===== config.mk =====
export PLATFORM = sky130hd
export DESIGN_NAME = id_ex_stage_flat
export DESIGN_NICKNAME = d
export VERILOG_FILES = /design/src/rtl/cpu_pkg.sv /design/src/rtl/id_ex_stage_if.sv /design/src/rtl/id_ex_stage_fwd_mux.sv /design/src/rtl/id_ex_stage.sv /design/src/flat_wrapper.sv
export SDC_FILE = /design/constraint.sdc
export NUM_CORES = 1
export LEC_CHECK = 0
export ABC_AREA = 1
export CORE_AREA = 2 2 150 152
export DETAILED_ROUTE_END_ITERATION = 12
export DIE_AREA = 0 0 152 154
export PLACE_DENSITY = 0.83
export SETUP_SLACK_MARGIN = 0.05
export SLEW_MARGIN = 20
export SYNTH_ARGS = -nofsm -noshare
export SYNTH_HDL_FRONTEND = slang
export SYNTH_SLANG_ARGS = --single-unit

===== constraint.sdc =====
create_clock -name clk -period 4.9 [get_ports clk]
set_clock_uncertainty 0.15 [all_clocks]
set_input_delay 0.735 -clock clk [delete_from_list [all_inputs] [get_ports clk]]
set_output_delay 0.735 -clock clk [all_outputs]
set_load 0.02 [all_outputs]

===== src/rtl/cpu_pkg.sv =====
// Shared datapath constants, forwarding encodings and the ID/EX stage record.
package cpu_pkg;

    localparam int DW = 32;
    localparam int RW = 5;

    localparam logic [2:0] ALU_ADD = 3'b000;
    localparam logic [2:0] ALU_SUB = 3'b001;
    localparam logic [2:0] ALU_SLL = 3'b011;
    localparam logic [2:0] ALU_AND = 3'b100;
    localparam logic [2:0] ALU_OR  = 3'b101;
    localparam logic [2:0] ALU_XOR = 3'b111;

    typedef enum logic [1:0] {
        FWD_REG = 2'd0,
        FWD_MEM = 2'd1,
        FWD_WB  = 2'd2
    } fwd_sel_e;

    typedef struct packed {
        logic          valid;
        logic [DW-1:0] pc;
        logic [DW-1:0] rs_val;
        logic [DW-1:0] rt_val;
        logic [DW-1:0] imm;
        logic [RW-1:0] rs;
        logic [RW-1:0] rt;
        logic [RW-1:0] rd;
        logic [2:0]    alu_op;
        logic [4:0]    sa;
        logic          alusrc;
        logic          regwrite;
        logic          memread;
        logic          memwrite;
        logic          memtoreg;
    } id_ex_t;

    // r0 is hard-wired to zero, so a producer targeting it never forwards.
    function automatic logic fwd_hit(input logic regwrite, input logic [RW-1:0] rd,
                                     input logic [RW-1:0] src);
        return regwrite && (rd != {RW{1'b0}}) && (rd == src);
    endfunction

endpackage


===== src/rtl/id_ex_stage_if.sv =====
// Bundle of ID-side inputs, forwarding sources, hazard controls and EX-side outputs.
interface id_ex_stage_if;
    import cpu_pkg::*;

    logic          stall;
    logic          flush;
    logic          id_valid;
    logic [DW-1:0] id_pc;
    logic [DW-1:0] id_rs_val;
    logic [DW-1:0] id_rt_val;
    logic [DW-1:0] id_imm;
    logic [RW-1:0] id_rs;
    logic [RW-1:0] id_rt;
    logic [RW-1:0] id_rd;
    logic [2:0]    id_alu_op;
    logic [4:0]    id_sa;
    logic          id_alusrc;
    logic          id_regwrite;
    logic          id_memread;
    logic          id_memwrite;
    logic          id_memtoreg;
    logic          mem_regwrite;
    logic [RW-1:0] mem_rd;
    logic [DW-1:0] mem_fwd;
    logic          wb_regwrite;
    logic [RW-1:0] wb_rd;
    logic [DW-1:0] wb_data;

    logic [DW-1:0] alu_i1;
    logic [DW-1:0] alu_i2;
    logic [2:0]    alu_op;
    logic [4:0]    alu_sa;
    logic [DW-1:0] ex_store_data;
    logic          ex_valid;
    logic [RW-1:0] ex_rd;
    logic [DW-1:0] ex_pc;
    logic          ex_regwrite;
    logic          ex_memread;
    logic          ex_memwrite;
    logic          ex_memtoreg;
    logic [1:0]    ex_fwd_a;
    logic [1:0]    ex_fwd_b;

    modport master (
        output stall, flush, id_valid, id_pc, id_rs_val, id_rt_val, id_imm,
               id_rs, id_rt, id_rd, id_alu_op, id_sa, id_alusrc, id_regwrite,
               id_memread, id_memwrite, id_memtoreg, mem_regwrite, mem_rd, mem_fwd,
               wb_regwrite, wb_rd, wb_data,
        input  alu_i1, alu_i2, alu_op, alu_sa, ex_store_data, ex_valid, ex_rd, ex_pc,
               ex_regwrite, ex_memread, ex_memwrite, ex_memtoreg, ex_fwd_a, ex_fwd_b
    );

    modport slave (
        input  stall, flush, id_valid, id_pc, id_rs_val, id_rt_val, id_imm,
               id_rs, id_rt, id_rd, id_alu_op, id_sa, id_alusrc, id_regwrite,
               id_memread, id_memwrite, id_memtoreg, mem_regwrite, mem_rd, mem_fwd,
               wb_regwrite, wb_rd, wb_data,
        output alu_i1, alu_i2, alu_op, alu_sa, ex_store_data, ex_valid, ex_rd, ex_pc,
               ex_regwrite, ex_memread, ex_memwrite, ex_memtoreg, ex_fwd_a, ex_fwd_b
    );

endinterface


===== src/rtl/id_ex_stage_fwd_mux.sv =====
// One operand's bypass selector: EX/MEM result beats MEM/WB data beats the stored value.
module fwd_mux
    import cpu_pkg::*;
(
    input  logic [RW-1:0] src,
    input  logic [DW-1:0] stored,
    input  logic          mem_regwrite,
    input  logic [RW-1:0] mem_rd,
    input  logic [DW-1:0] mem_fwd,
    input  logic          wb_regwrite,
    input  logic [RW-1:0] wb_rd,
    input  logic [DW-1:0] wb_data,
    output logic [DW-1:0] value,
    output fwd_sel_e      sel
);

    // Priority select of the youngest in-flight producer of src.
    always_comb begin
        value = stored;
        sel   = FWD_REG;
        if (fwd_hit(mem_regwrite, mem_rd, src)) begin
            value = mem_fwd;
            sel   = FWD_MEM;
        end else if (fwd_hit(wb_regwrite, wb_rd, src)) begin
            value = wb_data;
            sel   = FWD_WB;
        end else begin
            value = stored;
            sel   = FWD_REG;
        end
    end

endmodule


===== src/rtl/id_ex_stage.sv =====
// ID/EX pipeline register with EX-stage operand forwarding feeding the ALU.
module id_ex_stage
    import cpu_pkg::*;
(
    input  logic         clk,
    input  logic         rst,
    id_ex_stage_if.slave bus
);

    id_ex_t        stage_r;
    id_ex_t        stage_next_s;
    logic [DW-1:0] fwd_a_val_s;
    logic [DW-1:0] fwd_b_val_s;
    fwd_sel_e      fwd_a_sel_s;
    fwd_sel_e      fwd_b_sel_s;

    fwd_mux u_fwd_a (
        .src          (stage_r.rs),
        .stored       (stage_r.rs_val),
        .mem_regwrite (bus.mem_regwrite),
        .mem_rd       (bus.mem_rd),
        .mem_fwd      (bus.mem_fwd),
        .wb_regwrite  (bus.wb_regwrite),
        .wb_rd        (bus.wb_rd),
        .wb_data      (bus.wb_data),
        .value        (fwd_a_val_s),
        .sel          (fwd_a_sel_s)
    );

    fwd_mux u_fwd_b (
        .src          (stage_r.rt),
        .stored       (stage_r.rt_val),
        .mem_regwrite (bus.mem_regwrite),
        .mem_rd       (bus.mem_rd),
        .mem_fwd      (bus.mem_fwd),
        .wb_regwrite  (bus.wb_regwrite),
        .wb_rd        (bus.wb_rd),
        .wb_data      (bus.wb_data),
        .value        (fwd_b_val_s),
        .sel          (fwd_b_sel_s)
    );

    // Next stage contents: bubble on flush; on stall keep everything but refresh the
    // operand values so a producer retiring during the stall is captured.
    always_comb begin
        stage_next_s = stage_r;
        if (bus.flush) begin
            stage_next_s = '0;
        end else if (bus.stall) begin
            stage_next_s.rs_val = fwd_a_val_s;
            stage_next_s.rt_val = fwd_b_val_s;
        end else begin
            stage_next_s.valid    = bus.id_valid;
            stage_next_s.pc       = bus.id_pc;
            stage_next_s.rs_val   = bus.id_rs_val;
            stage_next_s.rt_val   = bus.id_rt_val;
            stage_next_s.imm      = bus.id_imm;
            stage_next_s.rs       = bus.id_rs;
            stage_next_s.rt       = bus.id_rt;
            stage_next_s.rd       = bus.id_rd;
            stage_next_s.alu_op   = bus.id_alu_op;
            stage_next_s.sa       = bus.id_sa;
            stage_next_s.alusrc   = bus.id_alusrc;
            stage_next_s.regwrite = bus.id_regwrite;
            stage_next_s.memread  = bus.id_memread;
            stage_next_s.memwrite = bus.id_memwrite;
            stage_next_s.memtoreg = bus.id_memtoreg;
        end
    end

    // Stage register with synchronous reset.
    always_ff @(posedge clk) begin
        if (rst) begin
            stage_r <= '0;
        end else begin
            stage_r <= stage_next_s;
        end
    end

    assign bus.alu_i1        = fwd_a_val_s;
    assign bus.alu_i2        = stage_r.alusrc ? stage_r.imm : fwd_b_val_s;
    assign bus.alu_op        = stage_r.alu_op;
    assign bus.alu_sa        = stage_r.sa;
    assign bus.ex_store_data = fwd_b_val_s;
    assign bus.ex_valid      = stage_r.valid;
    assign bus.ex_rd         = stage_r.rd;
    assign bus.ex_pc         = stage_r.pc;
    assign bus.ex_regwrite   = stage_r.regwrite;
    assign bus.ex_memread    = stage_r.memread;
    assign bus.ex_memwrite   = stage_r.memwrite;
    assign bus.ex_memtoreg   = stage_r.memtoreg;
    assign bus.ex_fwd_a      = fwd_a_sel_s;
    assign bus.ex_fwd_b      = fwd_b_sel_s;

endmodule


===== src/flat_wrapper.sv =====
// flat-port wrapper written by rule: the top's interface ports become plain ports
module id_ex_stage_flat import cpu_pkg::*;
  (clk, rst, bus_stall, bus_flush, bus_id_valid, bus_id_pc, bus_id_rs_val, bus_id_rt_val, bus_id_imm, bus_id_rs, bus_id_rt, bus_id_rd, bus_id_alu_op, bus_id_sa, bus_id_alusrc, bus_id_regwrite, bus_id_memread, bus_id_memwrite, bus_id_memtoreg, bus_mem_regwrite, bus_mem_rd, bus_mem_fwd, bus_wb_regwrite, bus_wb_rd, bus_wb_data, bus_alu_i1, bus_alu_i2, bus_alu_op, bus_alu_sa, bus_ex_store_data, bus_ex_valid, bus_ex_rd, bus_ex_pc, bus_ex_regwrite, bus_ex_memread, bus_ex_memwrite, bus_ex_memtoreg, bus_ex_fwd_a, bus_ex_fwd_b);
  id_ex_stage_if bus_i ();
  input  logic clk;
  input  logic rst;
  input wire logic [$bits(bus_i.stall)-1:0] bus_stall;
  input wire logic [$bits(bus_i.flush)-1:0] bus_flush;
  input wire logic [$bits(bus_i.id_valid)-1:0] bus_id_valid;
  input wire logic [$bits(bus_i.id_pc)-1:0] bus_id_pc;
  input wire logic [$bits(bus_i.id_rs_val)-1:0] bus_id_rs_val;
  input wire logic [$bits(bus_i.id_rt_val)-1:0] bus_id_rt_val;
  input wire logic [$bits(bus_i.id_imm)-1:0] bus_id_imm;
  input wire logic [$bits(bus_i.id_rs)-1:0] bus_id_rs;
  input wire logic [$bits(bus_i.id_rt)-1:0] bus_id_rt;
  input wire logic [$bits(bus_i.id_rd)-1:0] bus_id_rd;
  input wire logic [$bits(bus_i.id_alu_op)-1:0] bus_id_alu_op;
  input wire logic [$bits(bus_i.id_sa)-1:0] bus_id_sa;
  input wire logic [$bits(bus_i.id_alusrc)-1:0] bus_id_alusrc;
  input wire logic [$bits(bus_i.id_regwrite)-1:0] bus_id_regwrite;
  input wire logic [$bits(bus_i.id_memread)-1:0] bus_id_memread;
  input wire logic [$bits(bus_i.id_memwrite)-1:0] bus_id_memwrite;
  input wire logic [$bits(bus_i.id_memtoreg)-1:0] bus_id_memtoreg;
  input wire logic [$bits(bus_i.mem_regwrite)-1:0] bus_mem_regwrite;
  input wire logic [$bits(bus_i.mem_rd)-1:0] bus_mem_rd;
  input wire logic [$bits(bus_i.mem_fwd)-1:0] bus_mem_fwd;
  input wire logic [$bits(bus_i.wb_regwrite)-1:0] bus_wb_regwrite;
  input wire logic [$bits(bus_i.wb_rd)-1:0] bus_wb_rd;
  input wire logic [$bits(bus_i.wb_data)-1:0] bus_wb_data;
  output wire logic [$bits(bus_i.alu_i1)-1:0] bus_alu_i1;
  output wire logic [$bits(bus_i.alu_i2)-1:0] bus_alu_i2;
  output wire logic [$bits(bus_i.alu_op)-1:0] bus_alu_op;
  output wire logic [$bits(bus_i.alu_sa)-1:0] bus_alu_sa;
  output wire logic [$bits(bus_i.ex_store_data)-1:0] bus_ex_store_data;
  output wire logic [$bits(bus_i.ex_valid)-1:0] bus_ex_valid;
  output wire logic [$bits(bus_i.ex_rd)-1:0] bus_ex_rd;
  output wire logic [$bits(bus_i.ex_pc)-1:0] bus_ex_pc;
  output wire logic [$bits(bus_i.ex_regwrite)-1:0] bus_ex_regwrite;
  output wire logic [$bits(bus_i.ex_memread)-1:0] bus_ex_memread;
  output wire logic [$bits(bus_i.ex_memwrite)-1:0] bus_ex_memwrite;
  output wire logic [$bits(bus_i.ex_memtoreg)-1:0] bus_ex_memtoreg;
  output wire logic [$bits(bus_i.ex_fwd_a)-1:0] bus_ex_fwd_a;
  output wire logic [$bits(bus_i.ex_fwd_b)-1:0] bus_ex_fwd_b;
  assign bus_i.stall = bus_stall;
  assign bus_i.flush = bus_flush;
  assign bus_i.id_valid = bus_id_valid;
  assign bus_i.id_pc = bus_id_pc;
  assign bus_i.id_rs_val = bus_id_rs_val;
  assign bus_i.id_rt_val = bus_id_rt_val;
  assign bus_i.id_imm = bus_id_imm;
  assign bus_i.id_rs = bus_id_rs;
  assign bus_i.id_rt = bus_id_rt;
  assign bus_i.id_rd = bus_id_rd;
  assign bus_i.id_alu_op = bus_id_alu_op;
  assign bus_i.id_sa = bus_id_sa;
  assign bus_i.id_alusrc = bus_id_alusrc;
  assign bus_i.id_regwrite = bus_id_regwrite;
  assign bus_i.id_memread = bus_id_memread;
  assign bus_i.id_memwrite = bus_id_memwrite;
  assign bus_i.id_memtoreg = bus_id_memtoreg;
  assign bus_i.mem_regwrite = bus_mem_regwrite;
  assign bus_i.mem_rd = bus_mem_rd;
  assign bus_i.mem_fwd = bus_mem_fwd;
  assign bus_i.wb_regwrite = bus_wb_regwrite;
  assign bus_i.wb_rd = bus_wb_rd;
  assign bus_i.wb_data = bus_wb_data;
  assign bus_alu_i1 = bus_i.alu_i1;
  assign bus_alu_i2 = bus_i.alu_i2;
  assign bus_alu_op = bus_i.alu_op;
  assign bus_alu_sa = bus_i.alu_sa;
  assign bus_ex_store_data = bus_i.ex_store_data;
  assign bus_ex_valid = bus_i.ex_valid;
  assign bus_ex_rd = bus_i.ex_rd;
  assign bus_ex_pc = bus_i.ex_pc;
  assign bus_ex_regwrite = bus_i.ex_regwrite;
  assign bus_ex_memread = bus_i.ex_memread;
  assign bus_ex_memwrite = bus_i.ex_memwrite;
  assign bus_ex_memtoreg = bus_i.ex_memtoreg;
  assign bus_ex_fwd_a = bus_i.ex_fwd_a;
  assign bus_ex_fwd_b = bus_i.ex_fwd_b;
  id_ex_stage u_core (.clk(clk), .rst(rst), .bus(bus_i));
endmodule

After elaboration in Yosys (flattened, before gate mapping)

Cells that the tools add are included.

Memories kept: 0
Input port bits: 237
Bits in registers: 157
Latch bits: 0
Memory bits (writable): 0
Output and inout bits: 150
Memory bits (read-only): 0
Logic and storage cells: 38

Add/subtract/negate cells: 0
Multipliers: 0
Shift operators: 0
Order comparisons: 0
Reductions and logical operators: 9
Div/mod/pow operators: 0
Equal/unequal tests: 4
Muxes and demuxes: 10
Bitwise logic cells: 0

Operator list:

| operator           | count |
|---|---|
| 32-bit 2-to-1 mux  | 5 |
| 64-bit 2-to-1 mux  | 1 |
| 5-bit == test      | 4 |
| 5-bit nonzero test | 2 |
| 2-bit 2-to-1 mux   | 4 |
| 1-bit logical AND  | 6 |
| 2-bit OR reduction | 1 |

Depth between registers and ports, before layout

Gate-level depths: netlist (run 1).

Depth in word-level cells: 6
Depth in mapped cells: 12

By module

A second synthesis (run 1) with hierarchy kept.

Cell total of the unflattened synthesis: 1697
Area total of the unflattened synthesis: 9791.9 um2

By module, submodules not included:

| module      | area an instance (um2) | seq. area each (um2) | cells an instance | times used |
|---|---|---|---|---|
| id_ex_stage | 7126.8                 | 3143.0               | 1111              | 1 |
| fwd_mux     | 1332.5                 | 0.0                  | 293               | 2 |

Least setup slack after synthesis (run 1)

Ideal clock, no wire load.

Path type: input to output
Start point: input port bus_mem_rd[4]
End point: output port bus_alu_i2[23]
Arrival time: 1.912 ns
Buffers on the path: 1
Cell stages on the path: 9
Slack: 2.103 ns
Cell sequence: xor2_1 -> nor2_1 -> nand3_4 -> clkinv_2 -> buf_4 -> nand2_1 -> nand2_1 -> nand2_1 -> nand2_1

Word-level cells in the longest chain between the ends: 5

Ends and longest elaborated chain:

| item                      | RTL line                  | source |
|---|---|---|
| from (decl)               | flat_wrapper.sv:25        | `input wire logic [$bits(bus_i.mem_rd)-1:0] bus_mem_rd;` |
| 5-bit nonzero test        | cpu_pkg.sv:41             | `return regwrite && (rd != {RW{1'b0}}) && (rd == src);` |
| 1-bit logical AND         | cpu_pkg.sv:41             |  |
| 1-bit logical AND *       | cpu_pkg.sv:41             |  |
| 32-bit 2-to-1 mux *       | id_ex_stage_fwd_mux.sv:21 | `if (fwd_hit(mem_regwrite, mem_rd, src)) begin` |
| net bus_ex_store_data[23] | flat_wrapper.sv:34        | `output wire logic [$bits(bus_i.ex_store_data)-1:0] bus_ex_store_data;` |
| 32-bit 2-to-1 mux *       | id_ex_stage.sv:81         | `assign bus.alu_i2 = stage_r.alusrc ? stage_r.imm : fwd_b_val_s;` |
| to (decl)                 | flat_wrapper.sv:31        | `output wire logic [$bits(bus_i.alu_i2)-1:0] bus_alu_i2;` |

The timed path passes the listed nets; every way through them passes the cells marked *.

Worst setup path in the final report (run 1)

Start point: input port bus_wb_rd[2]
End point: output port bus_alu_i1[4]

Word-level cells in the longest chain between the ends: 5

Ends and longest elaborated chain:

| item                | RTL line                  | source |
|---|---|---|
| from (decl)         | flat_wrapper.sv:28        | `input wire logic [$bits(bus_i.wb_rd)-1:0] bus_wb_rd;` |
| 5-bit nonzero test  | cpu_pkg.sv:41             |  |
| 1-bit logical AND   | cpu_pkg.sv:41             |  |
| 1-bit logical AND * | cpu_pkg.sv:41             |  |
| 32-bit 2-to-1 mux * | id_ex_stage_fwd_mux.sv:24 | `end else if (fwd_hit(wb_regwrite, wb_rd, src)) begin` |
| 32-bit 2-to-1 mux * | id_ex_stage_fwd_mux.sv:21 |  |
| to (decl)           | flat_wrapper.sv:30        | `output wire logic [$bits(bus_i.alu_i1)-1:0] bus_alu_i1;` |

Mark *: on every way between the ends. The rest lies on a longest branch, timed or not.

==> results.cfg, run 1 <==
[outcome]
status = finished, final reports clean

[power_and_ir_drop]
power_w = 0.00344
p_per_area_mw_per_mm2 = 262
ir_drop_mv = 0.214
total_leakage_power_nw = 6.37

[finish]
fill_cells = 2006
drive_gt1_share_pct = 5.50
finish.utilization_pct = 60.6
multiInputGateArea_sq_mm = 0.00441
antenna_cells = 0
final_nets = 1987
seq_area_sq_mm = 0.00314
syn_to_final_growth_pct = 46.7
fin_cells = 2043

[sta]
finalCriticalPeriod_ps = 4550
rsz0062_at_grt = no
slew_headroom_pct = 35.4
tightest_slew_ps = 967
hold_violations = 0
finalSetupViolCount = 0
final_max_slew_viol_count = 0
max_clock_freq_mhz = 220
min_period_over_period_pct = 92.9

[critical_path]
slowest_delay_ps = 730
critical-path-slowest-cell = nor2_4
end_kind = output pin
r2r_slack_ps = 2310
crit_path_start_kind = input port
cp.arrival_ps = 3670
path_cells = clkdlybuf4s50_1 > xor2_1 > nor2_4 > nand2_4 > nand2_1 > nand3_1 > nand2_1 > clkdlybuf4s50_1
path_max_fanout = 33
critical_path_required_ps = 4010
critical_path_class = in -> out

[floorplan]
initial_core_util_pct = 41.3
rows = 54
core_area_sq_mm = 0.0217
die_h_microns = 154
die_area_sq_mm = 0.0234
io_pins = 387
die_x_microns = 152

[logic_synthesis]
yosysMostFrequentCell = nand2_1
synth_ff_type = dfxtp_1
async_reset_ff_share_pct = 0
synth_seq_cells = 157
synth_edf_count = 0
synth_fp_nets = 1700
ys_top_cells_by_count = nand2_1, nand3_1, inv_1
netlist_area_sq_mm = 0.00895
synth_cell_types = 24
syn_avg_cell_area_sq_um = 6.12
synth_top_area_share_pct = 35.1
ys_seq_area_share_pct = 35.1
syn_inst = 1463
yosys_warnings = 0
synthTopCellsByArea = dfxtp_1, nand2_1, nand3_1
yosysTopAreaCell = dfxtp_1

[placement]
gp_congestion = 0.875
dp_cells = 2011
dp_hpwl_microns = 23400
io_buffers = 386

[clocking]
cts_max_level = 4
cts_buffer_depth = 2
cts.sinks = 157
cts_tree = yes
clk_pin_slew_ps = 70
post_cts_buffers = 0
cts_made_buffers = 17
cts_root_buf = clkbuf_16
clk_latency_ps = 430

[global_routing]
antenna_found_initial = 0
grt_usage_pct = 27.2
grt_pass1_wl_microns = 50900
grt_pass1_vias = 9797
grt_max_degree = 111
grt.overflow.total = 0

[detailed_routing]
drc = 0
drtAntennaViolNets = 0
routedWlPerCell_microns = 16.0
drt_iter0_drc = 643
routed_wl_microns = 32800
via_per_inst = 4.93
dr.pass1.iters = 5
via_count = 10100

[job]
cap_violations = 0

[hold_path]
holdCritPathClass = reg -> reg
==> power by group <==
part,internal [W],leakage [nW],total (W),switching [W]
combinational,0.000369,4.80,0.000756,0.000387
clock,0.000686,0.283,0.00133,0.000646
sequential,0.00132,1.28,0.00135,0.0000248
==> final timing paths <==
check                            from             endpoint  cells past startpoint
setup reg to reg   u_core.stage_r[27]   u_core.stage_r[97]                      8
setup / recovery         bus_wb_rd[2]        bus_alu_i1[4]                      8
hold reg to reg   u_core.bus.ex_pc[0]  u_core.bus.ex_pc[0]                      2
hold / removal    u_core.bus.ex_pc[0]  u_core.bus.ex_pc[0]                      2
==> layer usage <==
metal  part of all wire, %  track usage [%]  wire (microns)
met5                     0                0               0
met1                    40             31.1           13000
met4                   3.6             12.1            1170
met3                   7.4             7.10            2430
met2                    49             47.7           16100
==> sequential cells by signal, indices dropped and copies added, names as in the netlist <==
name                    flops
u_core.bus.ex_memread       1
u_core.bus.alu_sa           5
u_core.bus.alu_op           3
u_core.bus.ex_memtoreg      1
u_core.bus.ex_regwrite      1
u_core.bus.ex_valid         1
u_core.bus.ex_pc           32
u_core.stage_r            107
u_core.bus.ex_memwrite      1
u_core.bus.ex_rd            5
==> final cells by class <==
class / count / area share [%]
timing repair buffer: 402 / 30.4
clock inverter: 15 / 1.25
clock buffer: 17 / 3.24
multi-input combinational: 1001 / 33.6
inverter: 171 / 4.90
tap: 280 / 2.67
sequential: 157 / 23.9
==> cell usage in the layout, fill, tap and decap left out, types with 4 or more instances in the layout <==
master | synthesis | routed
clkdlybuf4s50_1 | 0 | 384
nor2_1 | 141 | 141
inv_6 | 0 | 4
nand2_1 | 534 | 534
nand2_2 | 12 | 11
nand3_2 | 21 | 21
inv_2 | 4 | 4
clkbuf_16 | 0 | 17
dfxtp_1 | 157 | 156
inv_1 | 166 | 166
nor2_4 | 2 | 4
a211oi_1 | 5 | 5
buf_4 | 52 | 16
xor2_1 | 10 | 10
a21oi_1 | 88 | 88
xnor2_1 | 6 | 6
inv_8 | 0 | 5
nand3_1 | 175 | 175
==> logic make-up after synthesis <==
family                    after synthesis  synth area share (%)
DFF                                   157                  35.1
AOI/OAI and AO/OA                      93                  5.34
buffers and inverters                 305                  15.8
and+or+nand+nor                       892                  42.2
xor gates and xnor gates               16                  1.57
==> repair_timing <==
item,4_1_cts,5_1_grt
gates resized for setup,1,0
endpoints found under the setup margin,9,0
hold buffers,0,0
==> critical path, delay by kind of cell <==
kind | cells | cell delay (ps)
xor gates and xnor gates | 1 | 200
buffers and inverters | 2 | 1090
and+or+nand+nor | 5 | 1630
==> through the flow <==
stage / cell area (sq um) / setup TNS [ps] / setup WS [ps] / hold slack [ps]
after global routing: 13100 / 0 / 118 / 332
after CTS: 13100 / 0 / 314 / 315
after floorplan: 8950 / 0 / 2100 / 287
after global placement: 12500 / 0 / 55.0 / 295
final: 13100 / 0 / 347 / 315
after detailed placement: 12500 / -0.338 / -0.338 / 296
Note: power is estimated with default switching activity, not from simulation.
==> run 2: changes to the inputs <==
--- a/config.mk
+++ b/config.mk
@@ -6,10 +6,10 @@
 export NUM_CORES = 1
 export LEC_CHECK = 0
 export ABC_AREA = 1
-export CORE_AREA = 2 2 150 152
+export CORE_AREA = 2 2 152 154
 export DETAILED_ROUTE_END_ITERATION = 12
-export DIE_AREA = 0 0 152 154
-export PLACE_DENSITY = 0.83
+export DIE_AREA = 0 0 154 156
+export PLACE_DENSITY = 0.82
 export SETUP_SLACK_MARGIN = 0.05
 export SLEW_MARGIN = 20
 export SYNTH_ARGS = -nofsm -noshare
==> constraint.sdc (replaced) <==
create_clock -name clk -period 4.2 [get_ports clk]
set_clock_uncertainty 0.15 [all_clocks]
set_input_delay 0.63 -clock clk [delete_from_list [all_inputs] [get_ports clk]]
set_output_delay 0.63 -clock clk [all_outputs]
set_load 0.02 [all_outputs]
==> run 2 against run 1 <==
  * Total power up 20%
  * Via count up 0.20%
  * Sequential cell count unchanged
==> results.cfg, run 2 (synthesis gave the netlist of run 1 again) <==
[outcome]
status = finished, final reports clean

[placement]
dpl_cell_area_sq_mm = 0.0126
dp_hpwl_microns = 23600
gp_congestion = 0.875
io_buffers = 386

[sta]
rsz0062_at_grt = no
hold_violations = 0
finalCriticalPeriod_ps = 3830
slew_headroom_pct = 33.4
finalSetupViolCount = 0
final_max_slew_viol_count = 0
min_period_over_period_pct = 91.2
tightest_slew_ps = 998
whs_ps = 314
tns_ps = 0
max_clock_freq_mhz = 261

[global_routing]
grt.overflow.total = 0
grt_pass1_wl_microns = 50400
grt_max_degree = 81
grt_pass1_vias = 9622
antenna_found_initial = 2
grt_usage_pct = 26.4

[finish]
drive_gt1_share_pct = 6.14
seq_area_sq_mm = 0.00314
fill_cells = 2101
regMostFlops = u_core.stage_r
syn_to_final_growth_pct = 48.1
largest_reg_flops = 107
final_cell_area_sq_mm = 0.0133
mostFrequentLayoutCell = nand2_1
final_nets = 1998
multiInputGateArea_sq_mm = 0.00441
final_cell_mix = nand2_1, clkdlybuf4s50_1, nand3_1, inv_1, dfxtp_1

[floorplan]
rows = 55
initial_core_util_pct = 40.0
io_pins = 387
core_area_sq_mm = 0.0224
die_area_sq_mm = 0.0240
die_x_microns = 154
die_h_microns = 156

[detailed_routing]
via_per_inst = 4.90
via_count = 10100
drt_iter0_drc = 785
routed_wl_microns = 32800
drc = 0
drtAntennaViolNets = 0
dr.pass1.iters = 7
routedWlPerCell_microns = 15.9

[clocking]
clk_latency_ps = 430
post_cts_buffers = 0
cts_max_level = 4
holdBufCountCts = 0
cts_tree = yes
cts_buffer_depth = 2
cts_made_buffers = 17
cts.sinks = 157
clk_pin_slew_ps = 80
cts_root_buf = clkbuf_16
cts_resized = 0

[critical_path]
cp.arrival_ps = 3050
path_max_fanout = 33
crit_path_start_kind = input port
critical_path_class = in -> out
critical_path_required_ps = 3420
end_kind = output pin

[power_and_ir_drop]
power_w = 0.00411
p_per_area_mw_per_mm2 = 310
ir_drop_mv = 0.256
total_leakage_power_nw = 6.43

[job]
cap_violations = 0

[hold_path]
holdCritPathClass = reg -> reg
run 2: power breakdown:
part / leakage (nW) / switching (W) / internal, W / total (W)
clock: 0.296 / 0.000736 / 0.000909 / 0.00164
sequential: 1.28 / 0.0000234 / 0.00154 / 0.00157
combinational: 4.85 / 0.000462 / 0.000436 / 0.000898
run 2: through the flow:
stage          instances  util [%]  worst slack (ps)
2_1_floorplan       1463         -              1610
3_3_place_gp        2027      56.5               436
3_5_place_dp        2027      56.5               375
4_1_cts             2059      59.3               352
5_1_grt             2060      59.3               202
6_report            2060      59.3               368
run 2: worst paths after layout:
| kind | startpoint | to | slack, ps | cells past startpoint |
|---|---|---|---|---|
| worst max-delay path | bus_wb_rd[2] | bus_alu_i2[3] | 370 | 12 |
| worst min-delay path | u_core.bus.ex_pc[10] | u_core.bus.ex_pc[10] | 310 | 2 |
| worst max register to register | u_core.stage_r[24] | u_core.stage_r[118] | 2280 | 10 |
| worst min register to register | u_core.bus.ex_pc[10] | u_core.bus.ex_pc[10] | 310 | 2 |
run 2: metal layers:
metal	vias to the layer above	GRT usage [%]	wire length, microns	share of wire (%)
li1	5015	-	-	-
met2	473	45.1	15800	48
met1	4528	31.7	13300	40
met4	2	10.5	982	3.0
met3	81	7.11	2790	8.5
met5	-	0	10	0.030
run 2: cell type report:
cell class | instances | area share, %
Antenna cell | 1 | 0.0189
Clock buffer | 17 | 3.21
Clock inverter | 15 | 1.44
Inverter | 171 | 4.85
Multi-Input combinational cell | 1001 | 33.2
Sequential cell | 157 | 23.7
Tap cell | 285 | 2.69
Timing Repair Buffer | 413 | 30.8
run 2: worst max-delay path, stage by stage:
cell             delay [ps]
clkdlybuf4s50_1         540
nor2_1                  100
nand3_2                  90
nand2_2                  90
nor2_4                  170
nand2_4                 290
nand2_1                 150
nand3_1                 110
nand2_1                 120
nand2_1                  50
nand2_1                  90
clkdlybuf4s50_1         610
==> run 3: changes to the inputs <==
--- a/config.mk
+++ b/config.mk
@@ -5,10 +5,9 @@
 export SDC_FILE = /design/constraint.sdc
 export NUM_CORES = 1
 export LEC_CHECK = 0
-export ABC_AREA = 1
-export CORE_AREA = 2 2 152 154
+export CORE_AREA = 2 2 150 152
 export DETAILED_ROUTE_END_ITERATION = 12
-export DIE_AREA = 0 0 154 156
+export DIE_AREA = 0 0 152 154
 export PLACE_DENSITY = 0.82
 export SETUP_SLACK_MARGIN = 0.05
 export SLEW_MARGIN = 20
==> run 3 against run 2 <==
  * Sequential share of layout area decreased by 0.30 points
  * Combinational power shrank 4.1%
  * Sequential cell count did not move
  * Register-to-register slack got worse by 610 ps
  * Synthesized cell count shrank 29%
  * Global-route usage is 0.070 points higher
  * Core utilization increased by 2.6 points
  * Worst setup slack got worse by 270 ps
  * Via count is 9.2% lower
  * Clock-buffer cell count stayed put
  * Die area shrank 2.6%
  * Largest power group is now sequential cells
  * Worst hold slack improved by 29 ps
==> results.cfg, run 3 <==
[logic_synthesis]
netlist_area_sq_mm = 0.00871
yosysMostFrequentCell = nor2_1
ys_top_cells_by_count = nor2_1, dfxtp_1, mux2i_1
syn_avg_cell_area_sq_um = 8.39
synth_cell_types = 32
synth_edf_count = 0
yosys_warnings = 0
async_reset_ff_share_pct = 0
ys_seq_area_share_pct = 36.1
synth_fp_nets = 1275
synth_top_area_share_pct = 36.1
synthTopCellsByArea = dfxtp_1, mux2i_1, nor2_1
yosysTopAreaCell = dfxtp_1
synth_seq_cells = 157
syn_inst = 1038
synth_ff_type = dfxtp_1

[finish]
syn_to_final_growth_pct = 54.1
final_nets = 1583
regMostFlops = u_core.stage_r
largest_reg_flops = 107
drive_gt1_share_pct = 8.61
fill_cells = 1801
final_cell_mix = clkdlybuf4s50_1, nor2_1, dfxtp_1, mux2i_1
mostFrequentLayoutCell = clkdlybuf4s50_1

[detailed_routing]
drt_iter0_drc = 634
routedWlPerCell_microns = 19.8
dr.pass1.iters = 6
via_per_inst = 5.59
via_count = 9172
drtAntennaViolNets = 0
drc = 0
routed_wl_microns = 32400

[critical_path]
cp.arrival_ps = 3320
crit_path_start_kind = input port
end_kind = output pin
r2r_cells = 7
r2r_slack_ps = 1670
worstSetupStartpoint = bus_wb_rd[1]
path_max_fanout = 20
r2r_end = u_core.stage_r[120]
r2r-start = u_core.stage_r[23]
critical_path_class = in -> out
critical_path_required_ps = 3420

[sta]
finalSetupViolCount = 0
min_period_over_period_pct = 97.6
finalCriticalPeriod_ps = 4100
rsz0062_at_grt = no
tightest_slew_ps = 698
whs_ps = 343
max_clock_freq_mhz = 244
setup_ws_ps = 99.8
tns_ps = 0
final_max_slew_viol_count = 0
slew_headroom_pct = 53.5
hold_violations = 0

[placement]
dp_slack_ps = 2.33
dp_hpwl_microns = 22900
io_buffers = 386
gp_congestion = 0.879

[clocking]
cts_max_level = 4
cts_made_buffers = 17
cts_buffer_depth = 2
holdBufCountCts = 0
cts.sinks = 157
cts_root_buf = clkbuf_16
clk_pin_slew_ps = 60
clk_latency_ps = 420
cts_tree = yes

[global_routing]
antenna_found_initial = 1
grt_max_degree = 94
grt.overflow.total = 0
grt_usage_pct = 26.5
grt_pass1_wl_microns = 49800
grt_pass1_vias = 9187

[floorplan]
io_pins = 387
core_area_sq_mm = 0.0217
initial_core_util_pct = 40.2
rows = 54
die_h_microns = 154
die_x_microns = 152
die_area_sq_mm = 0.0234

[hold_path]
hold_end = u_core.bus.ex_pc[17]
hp-start = u_core.bus.ex_pc[17]
holdCritPathClass = reg -> reg
worstHoldPathCells = 2

[job]
cap_violations = 0

[power_and_ir_drop]
ir_drop_mv = 0.289
total_leakage_power_nw = 5.60
p_per_area_mw_per_mm2 = 298

[outcome]
status = finished, final reports clean
run 3: worst max path at each step:
stage | to
final | bus_ex_store_data[13]
after CTS | bus_alu_i2[16]
after global placement | bus_alu_i2[29]
after floorplan | bus_alu_i2[22]
after detailed placement | bus_alu_i2[16]
after global routing | bus_alu_i2[11]
run 3: kinds of logic after synthesis:
kind of cell	Yosys count	share of synthesized area, %
compound gates	226	19.2
xor+xnor	20	2.01
buf+inv	174	10.1
flops	157	36.1
mux	125	14.4
simple gates	336	18.3
run 3: where the power goes:
part	leakage [nW]	internal, W	total (W)	switching, W
clock	0.289	0.000805	0.00157	0.000764
sequential	1.28	0.00154	0.00157	0.0000270
combinational	4.03	0.000455	0.000861	0.000405
run 3: worst max-delay path: stages:
cell,delay [ps]
clkdlybuf4s50_1,410
or4_1,520
o21a_2,280
buf_12,180
a31oi_1,250
a211oi_2,100
nor2_1,260
clkdlybuf4s50_1,660
run 3: final cells by class:
class	instances	area [sq um]	area share (%)
clock inverter	15	170	1.27
timing repair buffer	428	4410	32.8
inverter	34	130	0.969
antenna	1	2.50	0.0186
sequential	157	3140	23.4
tap	280	350	2.61
clock buffer	17	425	3.17
multi-input combinational	708	4800	35.7
run 3: what timing repair did:
action                     in CTS  in global routing
setup endpoints to repair       6                 50
pin swaps                       1                  1
setup buffers                   0                  2
resized for setup               1                 36
cloned                          1                  0
run 3: through the flow:
| step | util [%] | std cells | area (sq um) | total power (W) |
|---|---|---|---|---|
| 2_1_floorplan | - | 1038 | 8710 | 0.00198 |
| 3_3_place_gp | 58.4 | 1603 | 12700 | 0.00244 |
| 3_5_place_dp | 58.4 | 1603 | 12700 | 0.00245 |
| 4_1_cts | 61.1 | 1636 | 13300 | 0.00402 |
| 5_1_grt | 61.9 | 1640 | 13400 | 0.00414 |
| 6_report | 61.9 | 1640 | 13400 | 0.00399 |
run 3: routing by layer:
metal / track usage (%) / routed length (microns) / up-vias
li1: - / - / 4303
met1: 31.6 / 13000 / 4346
met2: 43.0 / 15300 / 458
met3: 8.96 / 2990 / 65
met4: 12.8 / 1200 / 0
met5: 0 / 0 / -
